===== config.mk =====
export PLATFORM = sky130hd
export DESIGN_NAME = unary_shift_mac_flat
export DESIGN_NICKNAME = d
export VERILOG_FILES = /design/src/rtl/unary_pkg.sv /design/src/rtl/unary_shift_mac_if.sv /design/src/rtl/unary_frame_loader.sv /design/src/rtl/unary_shift_mac.sv /design/src/flat_wrapper.sv
export SDC_FILE = /design/constraint.sdc
export NUM_CORES = 1
export LEC_CHECK = 0
export CAP_MARGIN = 40
export CELL_PAD_IN_SITES_DETAIL_PLACEMENT = 1
export CELL_PAD_IN_SITES_GLOBAL_PLACEMENT = 1
export CORE_MARGIN = 2
export CORE_UTILIZATION = 44
export CTS_CLUSTER_DIAMETER = 50
export DETAILED_ROUTE_END_ITERATION = 16
export GPL_TIMING_DRIVEN = 0
export PLACE_DENSITY = 0.85
export SLEW_MARGIN = 20
export SYNTH_ARGS = -nofsm -noshare
export SYNTH_HDL_FRONTEND = slang
export SYNTH_SLANG_ARGS = --single-unit

===== constraint.sdc =====
create_clock -name clk -period 6.9 [get_ports clk]
set_input_delay 1.38 -clock clk [delete_from_list [all_inputs] [get_ports clk]]
set_output_delay 1.38 -clock clk [all_outputs]
set_load 0.005 [all_outputs]

===== src/rtl/unary_pkg.sv =====
// rtl/unary_pkg.sv - shared types and sizing helpers for the unary shift MAC
package unary_pkg;

  typedef enum logic [1:0] {
    ST_IDLE = 2'd0,
    ST_LOAD = 2'd1,
    ST_EMIT = 2'd2
  } state_e;

  // Bits needed to hold a unary count in 0..2^bin_bits inclusive.
  function automatic int U_BITS(input int bin_bits);
    return bin_bits + 1;
  endfunction

endpackage


===== src/rtl/unary_shift_mac_if.sv =====
// rtl/unary_shift_mac_if.sv - serial unary operand/product handshake bundle
interface unary_shift_mac_if;

  logic in_a;
  logic in_b;
  logic in_valid;
  logic in_last;
  logic in_ready;
  logic out;
  logic out_valid;
  logic out_ready;
  logic out_last;
  logic overflow;

  modport master (
    output in_a, in_b, in_valid, in_last, out_ready,
    input  in_ready, out, out_valid, out_last, overflow
  );

  modport slave (
    input  in_a, in_b, in_valid, in_last, out_ready,
    output in_ready, out, out_valid, out_last, overflow
  );

endinterface


===== src/rtl/unary_frame_loader.sv =====
// rtl/unary_frame_loader.sv - thermometer accumulation of one unary frame with saturation
module unary_frame_loader
  import unary_pkg::*;
#(
  parameter int BIN_BITS = 4
) (
  input  logic                        clk,
  input  logic                        reset_n,
  input  logic                        load_i,
  input  logic                        clear_i,
  input  logic                        a_i,
  input  logic                        b_i,
  input  logic                        last_i,
  output logic [U_BITS(BIN_BITS)-1:0] a_cnt_o,
  output logic [U_BITS(BIN_BITS)-1:0] b_cnt_o,
  output logic                        last_o,
  output logic                        overflow_o
);

  localparam int U  = 1 << BIN_BITS;
  localparam int CW = U_BITS(BIN_BITS);

  logic [U-1:0]  a_therm_q;
  logic [U-1:0]  b_therm_q;
  logic [CW-1:0] beats_q;
  logic          last_q;
  logic          ovf_q;
  logic          full;

  // Once U beats are in, further beats only flag overflow; their operand bits are dropped.
  assign full = (beats_q == CW'(U));

  always_ff @(posedge clk or negedge reset_n) begin
    if (!reset_n) begin
      a_therm_q <= '0;
      b_therm_q <= '0;
      beats_q   <= '0;
      last_q    <= 1'b0;
      ovf_q     <= 1'b0;
    end else if (clear_i) begin
      a_therm_q <= '0;
      b_therm_q <= '0;
      beats_q   <= '0;
      last_q    <= 1'b0;
    end else if (load_i) begin
      last_q <= last_q | last_i;
      if (full) begin
        ovf_q <= 1'b1;
      end else begin
        beats_q <= beats_q + CW'(1);
        if (a_i) a_therm_q <= {a_therm_q[U-2:0], 1'b1};
        if (b_i) b_therm_q <= {b_therm_q[U-2:0], 1'b1};
      end
    end
  end

  always_comb begin
    a_cnt_o = '0;
    b_cnt_o = '0;
    for (int i = 0; i < U; i++) begin
      a_cnt_o = a_cnt_o + CW'(a_therm_q[i]);
      b_cnt_o = b_cnt_o + CW'(b_therm_q[i]);
    end
  end

  assign last_o     = last_q;
  assign overflow_o = ovf_q;

endmodule


===== src/rtl/unary_shift_mac.sv =====
// rtl/unary_shift_mac.sv - serial unary multiply-accumulate: loads A/B frames, emits A*B ones
module unary_shift_mac
  import unary_pkg::*;
#(
  parameter int BIN_BITS = 4,
  parameter int LAST_EN  = 1
) (
  input logic               clk,
  input logic               reset_n,
  unary_shift_mac_if.slave  bus
);

  localparam int CW = U_BITS(BIN_BITS);
  localparam int PW = 2 * CW;

  state_e        state_q, state_d;
  logic [PW-1:0] rem_q, rem_d;
  logic          zero_q, zero_d;
  logic          last_q, last_d;

  logic          accept;
  logic          xfer;
  logic          load_clear;
  logic [CW-1:0] a_cnt;
  logic [CW-1:0] b_cnt;
  logic          frame_last;
  logic          frame_last_eff;
  logic          frame_ovf;
  logic [PW-1:0] prod;
  logic          final_beat;

  assign accept         = bus.in_valid && bus.in_ready;
  assign xfer           = bus.out_valid && bus.out_ready;
  assign frame_last_eff = (LAST_EN != 0) && frame_last;
  assign prod           = PW'(a_cnt) * PW'(b_cnt);

  unary_frame_loader #(
    .BIN_BITS (BIN_BITS)
  ) u_loader (
    .clk        (clk),
    .reset_n    (reset_n),
    .load_i     (accept),
    .clear_i    (load_clear),
    .a_i        (bus.in_a),
    .b_i        (bus.in_b),
    .last_i     ((LAST_EN != 0) && bus.in_last),
    .a_cnt_o    (a_cnt),
    .b_cnt_o    (b_cnt),
    .last_o     (frame_last),
    .overflow_o (frame_ovf)
  );

  // The product and last flag are latched at frame end, so the loader is freed right away.
  always_comb begin
    state_d    = state_q;
    rem_d      = rem_q;
    zero_d     = zero_q;
    last_d     = last_q;
    load_clear = 1'b0;
    case (state_q)
      ST_IDLE: begin
        if (accept) state_d = ST_LOAD;
      end
      ST_LOAD: begin
        if (!bus.in_valid) begin
          load_clear = 1'b1;
          if ((prod != '0) || frame_last_eff) begin
            state_d = ST_EMIT;
            rem_d   = prod;
            zero_d  = (prod == '0);
            last_d  = frame_last_eff;
          end else begin
            state_d = ST_IDLE;
          end
        end
      end
      ST_EMIT: begin
        if (xfer) begin
          if (final_beat) begin
            state_d = ST_IDLE;
            rem_d   = '0;
            zero_d  = 1'b0;
            last_d  = 1'b0;
          end else begin
            rem_d = rem_q - PW'(1);
          end
        end
      end
      default: begin
        state_d = ST_IDLE;
      end
    endcase
  end

  always_ff @(posedge clk or negedge reset_n) begin
    if (!reset_n) begin
      state_q <= ST_IDLE;
      rem_q   <= '0;
      zero_q  <= 1'b0;
      last_q  <= 1'b0;
    end else begin
      state_q <= state_d;
      rem_q   <= rem_d;
      zero_q  <= zero_d;
      last_q  <= last_d;
    end
  end

  // A zero product with the last flag still needs one marker beat carrying out_last.
  assign final_beat    = zero_q || (rem_q == PW'(1));
  assign bus.in_ready  = (state_q != ST_EMIT);
  assign bus.out_valid = (state_q == ST_EMIT);
  assign bus.out       = (state_q == ST_EMIT) && !zero_q;
  assign bus.out_last  = (LAST_EN != 0) && (state_q == ST_EMIT) && last_q && final_beat;
  assign bus.overflow  = frame_ovf;

endmodule


===== src/flat_wrapper.sv =====
// flat-port wrapper written by rule: the top's interface ports become plain ports
module unary_shift_mac_flat import unary_pkg::*;
#(
  parameter int BIN_BITS = 4,
  parameter int LAST_EN  = 1
)
  (clk, reset_n, bus_in_a, bus_in_b, bus_in_valid, bus_in_last, bus_out_ready, bus_in_ready, bus_out, bus_out_valid, bus_out_last, bus_overflow);
  unary_shift_mac_if bus_i ();
  input logic clk;
  input logic reset_n;
  input wire logic [$bits(bus_i.in_a)-1:0] bus_in_a;
  input wire logic [$bits(bus_i.in_b)-1:0] bus_in_b;
  input wire logic [$bits(bus_i.in_valid)-1:0] bus_in_valid;
  input wire logic [$bits(bus_i.in_last)-1:0] bus_in_last;
  input wire logic [$bits(bus_i.out_ready)-1:0] bus_out_ready;
  output wire logic [$bits(bus_i.in_ready)-1:0] bus_in_ready;
  output wire logic [$bits(bus_i.out)-1:0] bus_out;
  output wire logic [$bits(bus_i.out_valid)-1:0] bus_out_valid;
  output wire logic [$bits(bus_i.out_last)-1:0] bus_out_last;
  output wire logic [$bits(bus_i.overflow)-1:0] bus_overflow;
  assign bus_i.in_a = bus_in_a;
  assign bus_i.in_b = bus_in_b;
  assign bus_i.in_valid = bus_in_valid;
  assign bus_i.in_last = bus_in_last;
  assign bus_i.out_ready = bus_out_ready;
  assign bus_in_ready = bus_i.in_ready;
  assign bus_out = bus_i.out;
  assign bus_out_valid = bus_i.out_valid;
  assign bus_out_last = bus_i.out_last;
  assign bus_overflow = bus_i.overflow;
  unary_shift_mac #(.BIN_BITS(BIN_BITS), .LAST_EN(LAST_EN)) u_core (.clk(clk), .reset_n(reset_n), .bus(bus_i));
endmodule

==> results of run 1 <==
[cell families after synthesis]
logic type               after synthesis  synth area share [%]
buffers and inverters                 83                  7.71
adder cells (fa/ha/maj)               61                  23.6
XOR/XNOR                               8                  1.69
AO/OA/AOI/OAI                         94                  16.3
AND/OR/NAND/NOR                      142                  17.2
multiplexers                           6                  1.57
flip-flops                            53                  31.9
[sequential cells by signal, indices dropped and copies added, names as in the netlist]
register,count
u_core.u_loader.a_therm_q,16
u_core.u_loader.b_therm_q,16
u_core.rem_q,10
u_core.u_loader.beats_q,5
u_core.state_q,2
u_core.last_q,1
u_core.u_loader.last_o,1
u_core.u_loader.overflow_o,1
u_core.zero_q,1
[layout make-up]
class | instances | area share [%]
inverter | 68 | 5.17
tap | 111 | 2.81
clock inverter | 2 | 0.786
sequential | 53 | 26.9
buffer | 14 | 1.22
multi-input combinational | 311 | 56.3
clock buffer | 6 | 1.47
timing repair buffer | 31 | 5.37
[worst min path at each step]
stage                                           startpoint                                endpoint  slack [ps]  cells past startpoint
floorplan                    u_core.state_q[1]$_DFFE_PN0P_           u_core.state_q[0]$_DFFE_PN0P_         420                      1
global placement             u_core.state_q[1]$_DFFE_PN0P_           u_core.state_q[0]$_DFFE_PN0P_         430                      1
detailed placement           u_core.state_q[1]$_DFFE_PN0P_           u_core.state_q[0]$_DFFE_PN0P_         450                      1
CTS                          u_core.state_q[1]$_DFFE_PN0P_           u_core.state_q[0]$_DFFE_PN0P_         480                      1
global route        u_core.u_loader.overflow_o$_DFFE_PN0P_  u_core.u_loader.overflow_o$_DFFE_PN0P_         510                      1
finish                       u_core.state_q[1]$_DFFE_PN0P_           u_core.state_q[0]$_DFFE_PN0P_         480                      1
[synthesized netlist by cell type, types with 5 or more instances]
library cell,n
clkbuf_1,10
nand2b_1,5
a21oi_1,13
and2_1,16
inv_1,68
nor2b_1,11
nand2_1,46
o31ai_1,24
nor2_1,32
ha_1,32
xor2_1,5
o21ai_0,16
o221ai_1,9
mux2i_1,5
nand3_1,10
dfrtp_1,53
fa_1,29
[worst max-delay path: stages, from the launching register on]
cell and delay (ps):
dfrtp_1 390, inv_2 60, fa_1 500, inv_1 50, fa_1 480, inv_1 50, fa_1 520, fa_1 440
inv_2 90, ha_4 130, inv_2 30, fa_2 390, xnor2_4 260, nand2_2 90, fa_1 520, fa_1 450
fa_1 540, inv_2 50, ha_4 260, nor2b_4 140, o31a_1 270, buf_6 140, o311ai_4 340, nor2_4 80
a31oi_4 170, mux2_4 320
[repair_timing]
| item | 4_1_cts | 5_1_grt |
|---|---|---|
| setup buffers | 10 | 10 |
| pin swaps | 17 | 30 |
| hold endpoints to repair | 0 | 0 |
| endpoints found under the setup margin | 13 | 13 |
| gates resized for setup | 35 | 29 |
[layer usage]
layer	track usage (%)	vias up	routed length [µm]
li1	-	1584	-
met1	29.0	1842	5090
met2	44.6	70	6920
met3	3.17	29	260
met4	9.67	0	318
met5	0	-	0
[per-stage QoR]
| stage | instances | util (%) | setup TNS (ps) |
|---|---|---|---|
| 2_1_floorplan | 447 | - | 0 |
| 3_3_place_gp | 569 | 47.9 | -6270 |
| 3_5_place_dp | 569 | 47.9 | -9840 |
| 4_1_cts | 587 | 51.8 | -24.6 |
| 5_1_grt | 596 | 53.7 | -1870 |
| 6_report | 596 | 53.7 | 0 |
==> impl_metrics.csv, run 1 <==
group,metric,value,unit
yosys,yosys_warnings,0,
finish,final_common_cell,"inv_1",
setup_path,startpoint,"u_core.u_loader.a_therm_q[13]$_DFFE_PN0P_",
finish,num-nets-final,552,
detailed_routing,drtIter0Drc,124,
yosys,avgSynthCellArea,9.30,µm²
floorplanning,io_pins,12,
clocking,cts-buffers-inserted,5,
setup_path,path_class,"reg -> reg",
floorplanning,core,0.00920,mm²
setup_path,r2r_end,"u_core.rem_q[0]$_DFFE_PN0P_",
finish,drive_above_1_share,17.5,%
finish,fillers,1037,
detailed_routing,dr.pass1.iters,4,
placement,placed_cell_area,0.00440,mm²
floorplanning,placementRows,35,
timing,period_minus_slack,6900,ps
min_path,holdCritPathClass,"reg -> reg",
finish,regArea,0.00133,mm²
yosys,yosysSeqAreaShare,31.9,%
yosys,ys_seq_elements,53,
finish,multi_input_area,0.00278,mm²
yosys,synth.distinct_cells,54,
floorplanning,die-area,0.0102,mm²
setup_path,crit_arrival,7110,ps
clocking,clock_tree.buffer_depth,2,
detailed_routing,detailroute.via_count,3525,
finish,finalInstanceArea,0.00494,mm²
timing,tightest_slew,847,ps
setup_path,r2r_start,"u_core.u_loader.a_therm_q[13]$_DFFE_PN0P_",
global_routing,grt_pass1_wl,19.5,mm
clocking,path_clk_slew,110,ps
yosys,synthArstFlopShare,100,%
detailed_routing,wl_per_cell,21.1,µm
setup_path,end_kind,"flip-flop",
yosys,yosysTopAreaCell,"dfrtp_1",
clocking,clkLatencyLatePin,330,ps
timing,fmax,145,MHz
detailed_routing,drt_drc_violations_left,0,
clocking,clock_sinks,53,
setup_path,critPathCapture,"u_core.rem_q[0]$_DFFE_PN0P_",
placement,pre_cts_ws,-869,ps
floorplanning,die-height,101,µm
timing,finalMaxSlewViolations,0,
detailed_routing,ant_nets,0,
setup_path,worstPathMaxFanout,4,
timing,setup_slack,2.46,ps
setup_path,worstRegToRegCells,25,
setup_path,start_kind,"flip-flop",
timing,rsz0062_at_grt,"yes",
timing,max-slew-margin-rel,43.6,%
global_routing,antenna_found_initial,0,
clocking,holdBufCountCts,0,
yosys,synth_fp_nets,515,
floorplanning,start_util,45.2,%
setup_path,cp.required,7110,ps
placement,place_congestion,0.843,
timing,finalSetupViolations,0,
finish,area_delta_synth_final,18.8,%
yosys,synth_enable_flop_cells,0,
clocking,htreeDepth,2,
detailed_routing,vias_per_cell,5.91,
yosys,synth_area_leaders,"dfrtp_1, fa_1, ha_1",
yosys,syn_inst,447,
timing,finalCritPeriodShare,100,%
timing,worst_hold_slack,479,ps
flow_run,max_cap_violations,0,
yosys,ys.flop_type,"dfrtp_1",
finish,mostFrequentLayoutCells,"inv_1, dfrtp_1, nand2_1, nor2_1",
floorplanning,fp.dieW,101,µm
detailed_routing,totalWireLength,12.6,mm
yosys,yosysTopAreaCellShare,31.9,%
clocking,clockRootBuffer,"clkbuf_8",
global_routing,grt_max_degree,54,
placement,portBuffers,11,
timing,finalHoldViolations,0,
setup_path,reg2reg_slack,2,ps
global_routing,grtUsageTotal,24.4,%
yosys,syn_area,0.00416,mm²
finish,n_antenna_cell,0,
global_routing,grt-ovfl-total,0,
placement,post-dp-hpwl,8.23,mm
clocking,cts_tree,"yes",
global_routing,grt_pass1_vias,3949,
status,status,"finished clean",
timing,skew,12.2,ps
Power of run 1 is left out: the tool's default activity adds up to more than one toggle a clock period on the data nets, which glitch-free logic cannot reach.
==> inputs of run 2 (changes only) <==
- PLACE_DENSITY: 0.85 -> 0.82
==> run 2 against run 1 <==
Effect of this change: sequential share of layout area decreased by 0.34 points; setup slack improved by 120 ps; die area unchanged; register-to-register slack improved by 120 ps; global-route usage decreased by 1.2 points; via count decreased by 2.5%.
==> impl_metrics.csv, run 2 (synthesis gave the netlist of run 1 again) <==
group,metric,value,unit
status,status,"finished clean",
flow_run,max_cap_violations,0,
finish,multi_input_area,0.00284,mm²
finish,fillers,1020,
detailed_routing,vias_per_cell,5.77,
setup_path,path_class,"reg -> reg",
timing,tns,0,ps
timing,finalMaxSlewViolations,0,
detailed_routing,detailroute.via_count,3437,
timing,skew,13.0,ps
floorplanning,io_pins,12,
placement,portBuffers,11,
clocking,clock_sinks,53,
setup_path,reg2reg_slack,120,ps
timing,finalCritPeriodShare,98.3,%
setup_path,crit_path_top_delay_cell,"fa_1",
floorplanning,fp.dieW,101,µm
finish,regArea,0.00133,mm²
min_path,holdCritPathClass,"reg -> reg",
clocking,htreeDepth,2,
timing,period_minus_slack,6780,ps
floorplanning,start_util,45.2,%
finish,mostFrequentLayoutCells,"inv_1, dfrtp_1, nand2_1, nor2_1",
floorplanning,core,0.00920,mm²
timing,fmax,147,MHz
detailed_routing,drtIter0Drc,124,
finish,final_common_cell,"inv_1",
finish,num-nets-final,552,
setup_path,start_kind,"flip-flop",
clocking,cts_tree,"yes",
finish,reg.largest.list,"u_core.u_loader.a_therm_q (16), u_core.u_loader.b_therm_q (16), u_core.rem_q (10)",
clocking,cts-buffers-inserted,5,
timing,max-slew-margin-rel,42.2,%
finish,n_antenna_cell,0,
timing,tightest_slew,867,ps
setup_path,crit_arrival,6980,ps
placement,post-dp-hpwl,7.93,mm
timing,finalSetupViolations,0,
detailed_routing,dr.pass1.iters,4,
global_routing,antenna_found_initial,0,
setup_path,end_kind,"flip-flop",
setup_path,worstPathMaxFanout,5,
global_routing,grt_pass1_wl,18.7,mm
clocking,path_clk_slew,110,ps
floorplanning,die-area,0.0102,mm²
global_routing,grt_pass1_vias,3751,
placement,place_congestion,0.836,
finish,drive_above_1_share,17.5,%
timing,rsz0062_at_grt,"yes",
detailed_routing,ant_nets,0,
finish,area_delta_synth_final,20.3,%
global_routing,grt_max_degree,54,
setup_path,worstPathCellList,"inv_1 > fa_1 > fa_1 > fa_1 > fa_1 > inv_1 > ha_1 > a21o_1 > a21oi_4 > xnor2_4 > nand2b_4 > fa_1 > fa_1 > fa_1 > inv_2 > ha_4 > nor2b_4 > o31a_1 > o311ai_4 > nor2_4 > a31oi_4 > mux2_4",
detailed_routing,totalWireLength,11.6,mm
setup_path,cp_common_cell,"fa_1",
setup_path,max_stage_delay,580,ps
clocking,clock_tree.buffer_depth,2,
clocking,clkLatencyLatePin,320,ps
detailed_routing,wl_per_cell,19.5,µm
global_routing,grt-ovfl-total,0,
floorplanning,placementRows,35,
global_routing,grtUsageTotal,23.2,%
floorplanning,die-height,101,µm
setup_path,cp.required,7100,ps
clocking,clockRootBuffer,"clkbuf_8",
timing,finalHoldViolations,0,
detailed_routing,drt_drc_violations_left,0,
run 2: worst paths after layout:
kind,start,to,depth (start not counted)
worst max-delay path,u_core.u_loader.b_therm_q[0]$_DFFE_PN0P_,u_core.rem_q[0]$_DFFE_PN0P_,22
worst max register to register,u_core.u_loader.b_therm_q[0]$_DFFE_PN0P_,u_core.rem_q[0]$_DFFE_PN0P_,22
worst min register to register,u_core.state_q[1]$_DFFE_PN0P_,u_core.state_q[0]$_DFFE_PN0P_,1
worst min-delay path,u_core.state_q[1]$_DFFE_PN0P_,u_core.state_q[0]$_DFFE_PN0P_,1
max in group asynchronous,reset_n,u_core.u_loader.overflow_o$_DFFE_PN0P_,1
min in group asynchronous,reset_n,u_core.rem_q[9]$_DFFE_PN0P_,1
run 2: layout make-up:
| class | count | share of cell area, % |
|---|---|---|
| Sequential cell | 53 | 26.5 |
| Clock buffer | 6 | 1.45 |
| Inverter | 68 | 5.11 |
| Buffer | 15 | 1.50 |
| Timing Repair Buffer | 30 | 5.08 |
| Multi-Input combinational cell | 311 | 56.8 |
| Clock inverter | 2 | 0.776 |
| Tap cell | 111 | 2.78 |
run 2: repair_timing:
action	CTS	global route
hold endpoints to repair	0	0
hold buffers	0	0
pin swaps	16	30
setup buffers	9	9
resized for setup	37	36
cloned	0	1
endpoints found under the setup margin	13	13
run 2: critical path: cells and delay by family (launching register included):
kind | cells | cell delay [ps]
and+or+nand+nor | 3 | 310
AOI/OAI and AO/OA | 5 | 1320
DFF | 1 | 380
adders and majority gates | 9 | 3960
buffers and inverters | 3 | 200
xor gates and xnor gates | 1 | 170
muxes | 1 | 320
run 2: routing by layer:
layer,GRT usage (%),wire [µm]
met1,29.6,4900
met2,40.8,6220
met3,3.17,316
met4,7.38,210
met5,0,0
run 2: through the flow:
stage               area [µm²]  setup slack, ps  utilization, %  cells  hold WS [ps]
floorplan                 4160              150               -    447           417
global placement          4400             -610            47.9    569           430
detailed placement        4400             -790            47.9    569           443
CTS                       4760           -0.920            51.8    586           457
global route              5000             -117            54.4    596           492
finish                    5000              119            54.4    596           465
Power of run 2 is left out for the same reason.
